==> config.mk <==
export PLATFORM = sky130hd
export DESIGN_NAME = pe_operand_feeder_flat
export DESIGN_NICKNAME = d
export VERILOG_FILES = /design/src/rtl/pe_pkg.sv /design/src/rtl/pe_operand_feeder_if.sv /design/src/rtl/pe_operand_feeder_row_spad.sv /design/src/rtl/pe_operand_feeder.sv /design/src/flat_wrapper.sv
export SDC_FILE = /design/constraint.sdc
export NUM_CORES = 1
export LEC_CHECK = 0
export CORE_MARGIN = 3
export CORE_UTILIZATION = 35
export CTS_BUF_LIST = sky130_fd_sc_hd__clkbuf_4 sky130_fd_sc_hd__clkbuf_8
export DETAILED_ROUTE_END_ITERATION = 8
export PLACE_DENSITY = 0.66
export RECOVER_POWER = 100
export SETUP_SLACK_MARGIN = 0.02
export SYNTH_ARGS = -nofsm -noshare
export SYNTH_HDL_FRONTEND = slang
export SYNTH_SLANG_ARGS = --single-unit
==> constraint.sdc <==
create_clock -name clk -period 3.1 [get_ports clk]
set_input_delay 0.62 -clock clk [delete_from_list [all_inputs] [get_ports clk]]
set_output_delay 0.62 -clock clk [all_outputs]
set_load 0.01 [all_outputs]
==> src/rtl/pe_pkg.sv <==
// Shared types and helpers for the PE operand feeder: FSM states, default widths
// and the index-width helpers used to size the row counters.
package pe_pkg;

    typedef enum logic [1:0] {IDLE, LOAD, RUN, DONE} state_t;

    localparam int DW_DEF  = 16;
    localparam int PSW_DEF = 32;

    function automatic int n_windows(input int img, input int filt);
        return img - filt + 1;
    endfunction

    // Index width that never collapses to zero bits for single-entry ranges.
    function automatic int idx_w(input int n);
        return (n > 1) ? $clog2(n) : 1;
    endfunction

endpackage

==> src/rtl/pe_operand_feeder_if.sv <==
// Load ports, PE-side operand stream and status of one operand feeder.
// Handshake: a load beat transfers on the rising edge where valid && ready are both high;
// valid may rise without waiting for ready and ready never depends on valid.
interface pe_operand_feeder_if #(
    parameter int DW  = 16,
    parameter int PSW = 32
);
    logic              start;
    logic [DW-1:0]     w_in_val;
    logic              w_in_valid;
    logic              w_in_ready;
    logic [DW-1:0]     i_in_val;
    logic              i_in_valid;
    logic              i_in_ready;
    logic              hold;
    logic [DW-1:0]     image_val;
    logic              image_en;
    logic [DW-1:0]     weight_val;
    logic              weight_en;
    logic [PSW-1:0]    psum_in;
    logic              win_first;
    logic              win_last;
    logic              busy;
    logic              done;
    pe_pkg::state_t    fsm_state;

    modport master (
        input  start, w_in_val, w_in_valid, i_in_val, i_in_valid, hold,
        output w_in_ready, i_in_ready, image_val, image_en, weight_val, weight_en,
               psum_in, win_first, win_last, busy, done, fsm_state
    );

    modport slave (
        output start, w_in_val, w_in_valid, i_in_val, i_in_valid, hold,
        input  w_in_ready, i_in_ready, image_val, image_en, weight_val, weight_en,
               psum_in, win_first, win_last, busy, done, fsm_state
    );

endinterface

==> src/rtl/pe_operand_feeder_row_spad.sv <==
// Register-file scratchpad holding one row: one synchronous write port and one
// combinational read port. Contents are not reset.
module row_spad
    import pe_pkg::*;
#(
    parameter int DEPTH = 8,
    parameter int WIDTH = 16,
    localparam int AW   = idx_w(DEPTH)
) (
    input  logic             clk,
    input  logic             we,
    input  logic [AW-1:0]    waddr,
    input  logic [WIDTH-1:0] wdata,
    input  logic [AW-1:0]    raddr,
    output logic [WIDTH-1:0] rdata
);

    logic [WIDTH-1:0] mem [DEPTH];

    always_ff @(posedge clk) begin
        if (we) mem[waddr] <= wdata;
    end

    assign rdata = mem[raddr];

endmodule

==> src/rtl/pe_operand_feeder.sv <==
// Buffers one filter row and one image row, then streams the 1-D sliding-window
// operand pairs to a PE, one pair per non-held cycle, with registered outputs.
module pe_operand_feeder
    import pe_pkg::*;
#(
    parameter int FILT_LEN = 3,
    parameter int IMG_LEN  = 8,
    parameter int DW       = DW_DEF,
    parameter int PSW      = PSW_DEF
) (
    input  logic clk,
    input  logic rst,
    pe_operand_feeder_if.master bus
);

    localparam int NWIN = n_windows(IMG_LEN, FILT_LEN);
    localparam int WAW  = idx_w(FILT_LEN);
    localparam int IAW  = idx_w(IMG_LEN);
    localparam int OW   = idx_w(NWIN);
    localparam int WCW  = $clog2(FILT_LEN + 1);
    localparam int ICW  = $clog2(IMG_LEN + 1);

    state_t state, state_nx;

    logic [WCW-1:0] w_cnt;
    logic [ICW-1:0] i_cnt;
    logic [OW-1:0]  out_idx;
    logic [WAW-1:0] tap;

    logic w_ready, i_ready, w_fire, i_fire, w_full_nx, i_full_nx;
    logic issue, last_tap, last_win;
    logic [IAW-1:0] img_raddr;
    logic [DW-1:0]  w_rd, i_rd;

    assign w_ready  = (state == LOAD) && (w_cnt < WCW'(FILT_LEN));
    assign i_ready  = (state == LOAD) && (i_cnt < ICW'(IMG_LEN));
    assign w_fire   = w_ready && bus.w_in_valid;
    assign i_fire   = i_ready && bus.i_in_valid;
    // Full after this edge: lets the final beats and the move to RUN share one edge.
    assign w_full_nx = (w_cnt == WCW'(FILT_LEN)) || (w_fire && (w_cnt == WCW'(FILT_LEN - 1)));
    assign i_full_nx = (i_cnt == ICW'(IMG_LEN))  || (i_fire && (i_cnt == ICW'(IMG_LEN - 1)));

    assign issue    = (state == RUN) && !bus.hold;
    assign last_tap = (tap == WAW'(FILT_LEN - 1));
    assign last_win = (out_idx == OW'(NWIN - 1));

    always_ff @(posedge clk) begin
        if (rst) state <= IDLE;
        else     state <= state_nx;
    end

    always_comb begin
        state_nx = state;
        case (state)
            IDLE:    if (bus.start) state_nx = LOAD;
            LOAD:    if (w_full_nx && i_full_nx) state_nx = RUN;
            RUN:     if (issue && last_tap && last_win) state_nx = DONE;
            DONE:    state_nx = IDLE;
            default: state_nx = IDLE;
        endcase
    end

    always_ff @(posedge clk) begin
        if (rst || state == IDLE) begin
            w_cnt   <= '0;
            i_cnt   <= '0;
            out_idx <= '0;
            tap     <= '0;
        end else begin
            if (w_fire) w_cnt <= w_cnt + 1'b1;
            if (i_fire) i_cnt <= i_cnt + 1'b1;
            if (issue) begin
                if (last_tap) begin
                    tap     <= '0;
                    out_idx <= last_win ? '0 : out_idx + 1'b1;
                end else begin
                    tap <= tap + 1'b1;
                end
            end
        end
    end

    assign img_raddr = IAW'(out_idx) + IAW'(tap);

    row_spad #(.DEPTH(FILT_LEN), .WIDTH(DW)) u_w_spad (
        .clk   (clk),
        .we    (w_fire),
        .waddr (w_cnt[WAW-1:0]),
        .wdata (bus.w_in_val),
        .raddr (tap),
        .rdata (w_rd)
    );

    row_spad #(.DEPTH(IMG_LEN), .WIDTH(DW)) u_i_spad (
        .clk   (clk),
        .we    (i_fire),
        .waddr (i_cnt[IAW-1:0]),
        .wdata (bus.i_in_val),
        .raddr (img_raddr),
        .rdata (i_rd)
    );

    // Operand values hold their last issued pair through hold cycles.
    always_ff @(posedge clk) begin
        if (rst) begin
            bus.image_val  <= '0;
            bus.weight_val <= '0;
            bus.image_en   <= 1'b0;
            bus.weight_en  <= 1'b0;
            bus.win_first  <= 1'b0;
            bus.win_last   <= 1'b0;
            bus.done       <= 1'b0;
        end else begin
            bus.image_en  <= issue;
            bus.weight_en <= issue;
            bus.win_first <= issue && (tap == '0);
            bus.win_last  <= issue && last_tap;
            bus.done      <= issue && last_tap && last_win;
            if (issue) begin
                bus.image_val  <= i_rd;
                bus.weight_val <= w_rd;
            end
        end
    end

    assign bus.psum_in    = '0;
    assign bus.w_in_ready = w_ready;
    assign bus.i_in_ready = i_ready;
    assign bus.busy       = (state != IDLE);
    assign bus.fsm_state  = state;

endmodule

==> src/flat_wrapper.sv <==
// flat-port wrapper written by rule: the top's interface ports become plain ports
module pe_operand_feeder_flat import pe_pkg::*;
#(
    parameter int FILT_LEN = 3,
    parameter int IMG_LEN  = 8,
    parameter int DW       = DW_DEF,
    parameter int PSW      = PSW_DEF
)
  (clk, rst, bus_start, bus_w_in_val, bus_w_in_valid, bus_i_in_val, bus_i_in_valid, bus_hold, bus_w_in_ready, bus_i_in_ready, bus_image_val, bus_image_en, bus_weight_val, bus_weight_en, bus_psum_in, bus_win_first, bus_win_last, bus_busy, bus_done, bus_fsm_state);
  pe_operand_feeder_if #(.DW(DW), .PSW(PSW)) bus_i ();
  input  logic clk;
  input  logic rst;
  input wire logic [$bits(bus_i.start)-1:0] bus_start;
  input wire logic [$bits(bus_i.w_in_val)-1:0] bus_w_in_val;
  input wire logic [$bits(bus_i.w_in_valid)-1:0] bus_w_in_valid;
  input wire logic [$bits(bus_i.i_in_val)-1:0] bus_i_in_val;
  input wire logic [$bits(bus_i.i_in_valid)-1:0] bus_i_in_valid;
  input wire logic [$bits(bus_i.hold)-1:0] bus_hold;
  output wire logic [$bits(bus_i.w_in_ready)-1:0] bus_w_in_ready;
  output wire logic [$bits(bus_i.i_in_ready)-1:0] bus_i_in_ready;
  output wire logic [$bits(bus_i.image_val)-1:0] bus_image_val;
  output wire logic [$bits(bus_i.image_en)-1:0] bus_image_en;
  output wire logic [$bits(bus_i.weight_val)-1:0] bus_weight_val;
  output wire logic [$bits(bus_i.weight_en)-1:0] bus_weight_en;
  output wire logic [$bits(bus_i.psum_in)-1:0] bus_psum_in;
  output wire logic [$bits(bus_i.win_first)-1:0] bus_win_first;
  output wire logic [$bits(bus_i.win_last)-1:0] bus_win_last;
  output wire logic [$bits(bus_i.busy)-1:0] bus_busy;
  output wire logic [$bits(bus_i.done)-1:0] bus_done;
  output wire logic [$bits(bus_i.fsm_state)-1:0] bus_fsm_state;
  assign bus_i.start = bus_start;
  assign bus_i.w_in_val = bus_w_in_val;
  assign bus_i.w_in_valid = bus_w_in_valid;
  assign bus_i.i_in_val = bus_i_in_val;
  assign bus_i.i_in_valid = bus_i_in_valid;
  assign bus_i.hold = bus_hold;
  assign bus_w_in_ready = bus_i.w_in_ready;
  assign bus_i_in_ready = bus_i.i_in_ready;
  assign bus_image_val = bus_i.image_val;
  assign bus_image_en = bus_i.image_en;
  assign bus_weight_val = bus_i.weight_val;
  assign bus_weight_en = bus_i.weight_en;
  assign bus_psum_in = bus_i.psum_in;
  assign bus_win_first = bus_i.win_first;
  assign bus_win_last = bus_i.win_last;
  assign bus_busy = bus_i.busy;
  assign bus_done = bus_i.done;
  assign bus_fsm_state = bus_i.fsm_state;
  pe_operand_feeder #(.FILT_LEN(FILT_LEN), .IMG_LEN(IMG_LEN), .DW(DW), .PSW(PSW)) u_core (.clk(clk), .rst(rst), .bus(bus_i));
endmodule
Yosys cells after proc, flatten, opt, wreduce, memory -nomap -nowiden
Memories as Yosys holds them, arrays and structs flattened. A register that Yosys moved wholly into a read port is not among the register bits.
Index checks and enable logic that the tools add are counted.

storage, ports and cells
  register bits = 17
  memory bits (writable) = 176
  input port bits = 38
  logic and storage cells = 60
  memories = 2

memory list
  memory               depth  bits a word  read ports  clocked after memory_dff  wr ports  line                              text
  u_core.u_i_spad.mem  8      16           1           1                         1         pe_operand_feeder_row_spad.sv:18  logic [WIDTH-1:0] mem [DEPTH];
  u_core.u_w_spad.mem  3      16           1           1                         1         pe_operand_feeder_row_spad.sv:18

cells by class
  add/sub/neg operators = 5
  order comparisons = 2
  equal/unequal tests = 12
  mux-type cells = 10
  reduce and logical (&&, ||, !) cells = 20

operator list
  kind                                                 number
  logical AND 1 bit                                    11
  equality test 2 bit, second input constant           5
  2-to-1 mux 2 bit                                     4
  one-hot mux 2 bit (4 select lines)                   1
  != test 2 bit, second input constant                 3
  adder 2 x 1 -> 2 bit, second input constant          2
  adder 4 x 1 -> 4 bit, second input constant          1
  equality test 4 x 3 -> 1 bit, second input constant  1
  equality test 4 bit, second input constant           1
  zero test 2 bit                                      2
  < comparator 4 bit, second input constant            1
  2-to-1 mux 1 bit                                     4
  adder 3 x 1 -> 3 bit, second input constant          1
  adder 3 x 2 -> 3 bit                                 1
  equality test 3 bit, second input constant           1
  logical OR 1 bit                                     3
  2-to-1 mux 3 bit                                     1
  AND reduction 3 bit                                  1
  equality test 2 x 1 -> 1 bit, second input constant  1
  < comparator 2 bit, second input constant            1
  AND reduction 2 bit                                  1
  nonzero test 2 bit                                   1
  zero test 1 bit                                      1

Longest topological paths before layout
  depth after elaboration = 8
  depth in mapped cells = 8
  mapped depth without buffers = 6

By module
Synthesis repeated with hierarchy kept, for this count alone.

second synthesis, totals
  cell total of the unflattened synthesis = 570
  area total of the unflattened synthesis = 8986.1 µm²

modules (own cells, without submodules)
  module                      instances  cells each  area each (µm²)  seq. area each (µm²)
  row_spad (u_core.u_i_spad)  1          198         4973.5           3843.7
  pe_operand_feeder           1          268         2200.9           980.9
  row_spad (u_core.u_w_spad)  1          104         1811.7           1441.4

Worst setup path after synthesis
No wires, ideal clock.

  kind = flip-flop to flip-flop
  start point = reg u_core.state[1] (netlist: u_core.bus.fsm_state[1])
  end point = mem u_core.u_i_spad.mem[0][0] (enable)
  arrival time = 2.211 ns
  path slack = 0.480 ns
  stages on the path, launching flop included = 7
  path buffers = 1
  path through = dfxtp_1 inv_1 ha_1 and3b_1 clkbuf_1 nand2_1 nor3_1

on the way
  longest elaborated chain between the ends = 5

ends and longest elaborated chain
  item                                    line                              text
  from (decl)                             pe_operand_feeder.sv:23           state_t state, state_nx;
  from (signal assigned)                  pe_operand_feeder.sv:49           else state <= state_nx;
  equality test 2 x 1 -> 1 bit            pe_operand_feeder.sv:36           assign i_ready = (state == LOAD) && (i_cnt < ICW'(IMG_LEN));
  logical AND 1 bit                       pe_operand_feeder.sv:36
  logical AND 1 bit                       pe_operand_feeder.sv:38           assign i_fire = i_ready && bus.i_in_valid;
  2-to-1 mux 1 bit                        pe_operand_feeder_row_spad.sv:21  if (we) mem[waddr] <= wdata;
  2-to-1 mux 1 bit (implied by the code)  pe_operand_feeder_row_spad.sv:21
  to (decl)                               pe_operand_feeder_row_spad.sv:18

No other way between the ends.

Worst setup path after layout
  start point = reg u_core.state[1] (netlist: u_core.bus.fsm_state[1])
  end point = out bus_w_in_ready

on the way
  longest elaborated chain between the ends = 2

ends and longest elaborated chain
  item                          line                     text
  equality test 2 x 1 -> 1 bit  pe_operand_feeder.sv:35  assign w_ready = (state == LOAD) && (w_cnt < WCW'(FILT_LEN));
  logical AND 1 bit             pe_operand_feeder.sv:35
  to (decl)                     flat_wrapper.sv:19       output wire logic [$bits(bus_i.w_in_ready)-1:0] bus_w_in_ready;

No other way between the ends.

==> flow_metrics.tcl <==
set metrics [dict create \
    yosys.area.top_type "edfxtp_1" \
    vias 4762 \
    clkLatencyLatePin_ns 0.51 \
    layout-drive-gt1-share_pct 16.24 \
    port_buffers 79 \
    hpwl_mm 10.72 \
    final_cell_mix "edfxtp_1 (176), dlygate4sd3_1 (74), dfxtp_1 (49)" \
    worst_pin_slew_ns 1.498 \
    fin_cells 996 \
    post-cts-setup-buffers 0 \
    pin_count 112 \
    grt_max_degree 39 \
    reg2regPathDepth 6 \
    yosys-top-cells-area "edfxtp_1 (60%), dfxtp_1 (11%), mux4_2 (8.2%)" \
    slew_violations 1 \
    pwr-share-seq_pct 51.2 \
    grt_pass1_vias 4932 \
    routabilityCongestion 0.7856 \
    path_clk_slew_ns 0.06 \
    synth-seq-cells 225 \
    timing.setup.tns_ns 0 \
    max_stage_delay_ns 0.68 \
    cp_slowest_cell "dlygate4sd3_1" \
    leakage_uw 0.003698 \
    core_um2 24530 \
    viasPerCell 4.781 \
    cp_cell_sequence "inv_1 > ha_1 > nor2b_1 > dlygate4sd3_1" \
    final_antenna_net_count 0 \
    maxSlewHeadroom_pct -0.09397 \
    rsz0062_at_grt "false" \
    finalCritPeriodShare_pct 93.26 \
    p_per_area_nw_per_um2 641.4 \
    period_minus_slack_ns 2.891 \
    setup_viol 0 \
    cp-start-kind "flip-flop" \
    grt_overflow 0 \
    synthCells 538 \
    switchingPower_uw 1615 \
    fmax_mhz 345.9 \
    min_delay_path_depth 2 \
    cp_max_fo 7 \
    critPathKind "flip-flop to primary output" \
    peakVddDrop_v 0.0004205 \
    grt_pass1_wl_mm 27.50 \
    cts.sinks 225 \
    min_from "u_core.bus.weight_val[9]$_SDFFE_PP0N_" \
    hold_violations 0 \
    drtIter0Drc 274 \
    synth_top_cell_area_share_pct 60.08 \
    antenna_found_initial 2 \
    die_w_um 164.5 \
    drt-total-wl_mm 17.77 \
    combPwrFrac_pct 11.8 \
    switching_share_pct 23.77 \
    initial_utilization_pct 35.86 \
    clock_skew_ns 0.01759 \
    cts.path.max_buffers 3 \
    htreeDepth 2 \
    fp-row-count 57 \
    avgSynthCellArea_um2 16.35 \
    syn_to_final_growth_pct 20.41 \
    holdBufCountCts 0 \
    die_area_um2 27070 \
    dr.pass1.iters 4 \
    worst_ep_arrival_time_ns 2.27 \
    cts_tree "yes" \
    max_cap_viol_count 1 \
    synthFlopType "edfxtp_1" \
    synth-edff-count 176 \
    die_h_um 164.5 \
    end_kind "primary output" \
    dp.cells 929 \
    final_nets 693 \
    async_flop_share_pct 0 \
    status "finished, violations left" \
    yosysWarnings 0 \
    r2r_start "u_core.bus.fsm_state[1]$_SDFFE_PP0P_" \
    hold_path_class "flip-flop to flip-flop" \
    post_cts_resized 0 \
    power.internal_uw 5179 \
    seq_area_frac_synth_pct 71.23 \
    final_common_cell "edfxtp_1" \
    cp.required_ns 2.48 \
    synth.cell_area_um2 8797 \
    wl_per_cell_um 17.84 \
    cts_buffers 36 \
    grt_use_total_pct 13.23 \
    cts-root-buf "clkbuf_8" \
    violations "max-capacitance violations, max-slew violations" \
    synthDistinctLibCells 40 \
    clockPowerShare_pct 36.9 \
    crit_start "u_core.bus.fsm_state[1]$_SDFFE_PP0P_" \
    drcViolationCount 0 \
]
## stage by stage
stage | hold WS (ns) | power, uW | util [%] | instance area (um^2) | setup WS [ns]
global placement | 0.4418 | 4375 | 40.43 | 9918 | 0.6513
detailed placement | 0.4491 | 4410 | 40.43 | 9918 | 0.6143
finish | 0.4536 | 6794 | 43.18 | 10590 | 0.2089
global route | 0.4745 | 7122 | 43.17 | 10590 | 0.05132
CTS | 0.4574 | 6944 | 43.41 | 10650 | 0.2159
floorplan | 0.4409 | 4019 | - | 8914 | 0.4796
## path summary, 6_finish.rpt
kind | end | slack, ns
hold reg to reg | u_core.bus.weight_val[9]$_SDFFE_PP0N_ | 0.45
hold / removal | u_core.bus.weight_val[9]$_SDFFE_PP0N_ | 0.45
setup / recovery | bus_w_in_ready | 0.21
setup reg to reg | u_core.u_i_spad.mem[0][12]$_DFFE_PP_ | 0.46
## cells by family (layout without fill, tap and decap cells)
kind of cell	count (synthesis)	in the layout	share of synthesized area, %
flip-flops	225	225	71.23
AND/OR/NAND/NOR	97	97	4.907
buffers and inverters	73	175	4.921
AO/OA/AOI/OAI	65	65	5.006
multiplexers	61	61	11.49
adder cells (fa/ha/maj)	12	12	1.792
XOR/XNOR	4	4	0.6117
other	1	33	0.04263
## cells in the mapped netlist (2+ instances only)
master and count:
nor2b_1 3, nand3_1 2, buf_2 3, nand2b_1 5
mux4_2 32, xnor2_1 2, a211oi_1 17, buf_1 3
buf_4 37, nor4_1 2, and3_1 4, clkbuf_1 18
nor3_1 2, a221o_1 4, ha_1 11, dfxtp_1 49
o21ai_0 4, a21oi_1 23, or3_2 2, inv_1 10
o211ai_1 12, edfxtp_1 176, nand2_1 42, nor2_1 31
mux2i_1 29
## critical path, delay by kind of cell, from the launching register on
family / cells / cell delay [ns]
buffers and inverters: 2 / 0.79
AND/OR/NAND/NOR: 1 / 0.41
flip-flops: 1 / 0.34
adder cells (fa/ha/maj): 1 / 0.23
## per-layer routing
metal  vias to the layer above  part of all wire, %  global-route usage (%)
li1                       2194                    -                       -
met1                      2357                   43                   17.76
met2                       171                   48                   21.63
met3                        38                  6.9                   3.436
met4                         2                  1.9                   3.241
met5                         -                0.039                       0
## flip-flops by register name (all words and copies together), names as in the netlist
| name | count |
|---|---|
| u_core.bus.done | 1 |
| u_core.bus.fsm_state | 2 |
| u_core.bus.image_en | 1 |
| u_core.bus.image_val | 16 |
| u_core.bus.weight_val | 16 |
| u_core.bus.win_first | 1 |
| u_core.bus.win_last | 1 |
| u_core.i_cnt | 4 |
| u_core.out_idx | 3 |
| u_core.tap | 2 |
| u_core.u_i_spad.mem | 128 |
| u_core.u_w_spad.mem | 48 |
| u_core.w_cnt | 2 |
## power by group through the flow
stage	Combinational, uW	Clock, uW	Sequential [uW]
4_1_cts	871	2590	3480
3_3_place_gp	839	0	3540
5_1_grt	894	2740	3490
2_1_floorplan	460	0	3560
3_5_place_dp	866	0	3540
6_report	805	2510	3480
## cell type report
| class | count | area, um^2 |
|---|---|---|
| fillers | 2200 | 13940 |
| clock inverters | 7 | 37.54 |
| diodes | 1 | 2.502 |
| repair buffers | 98 | 929.6 |
| multi-input cells | 271 | 2217 |
| flip-flops and latches | 225 | 6266 |
| clock buffers | 59 | 693.2 |
| well taps | 324 | 405.4 |
| inverters | 11 | 41.29 |
(Power assumes the default switching activity.)
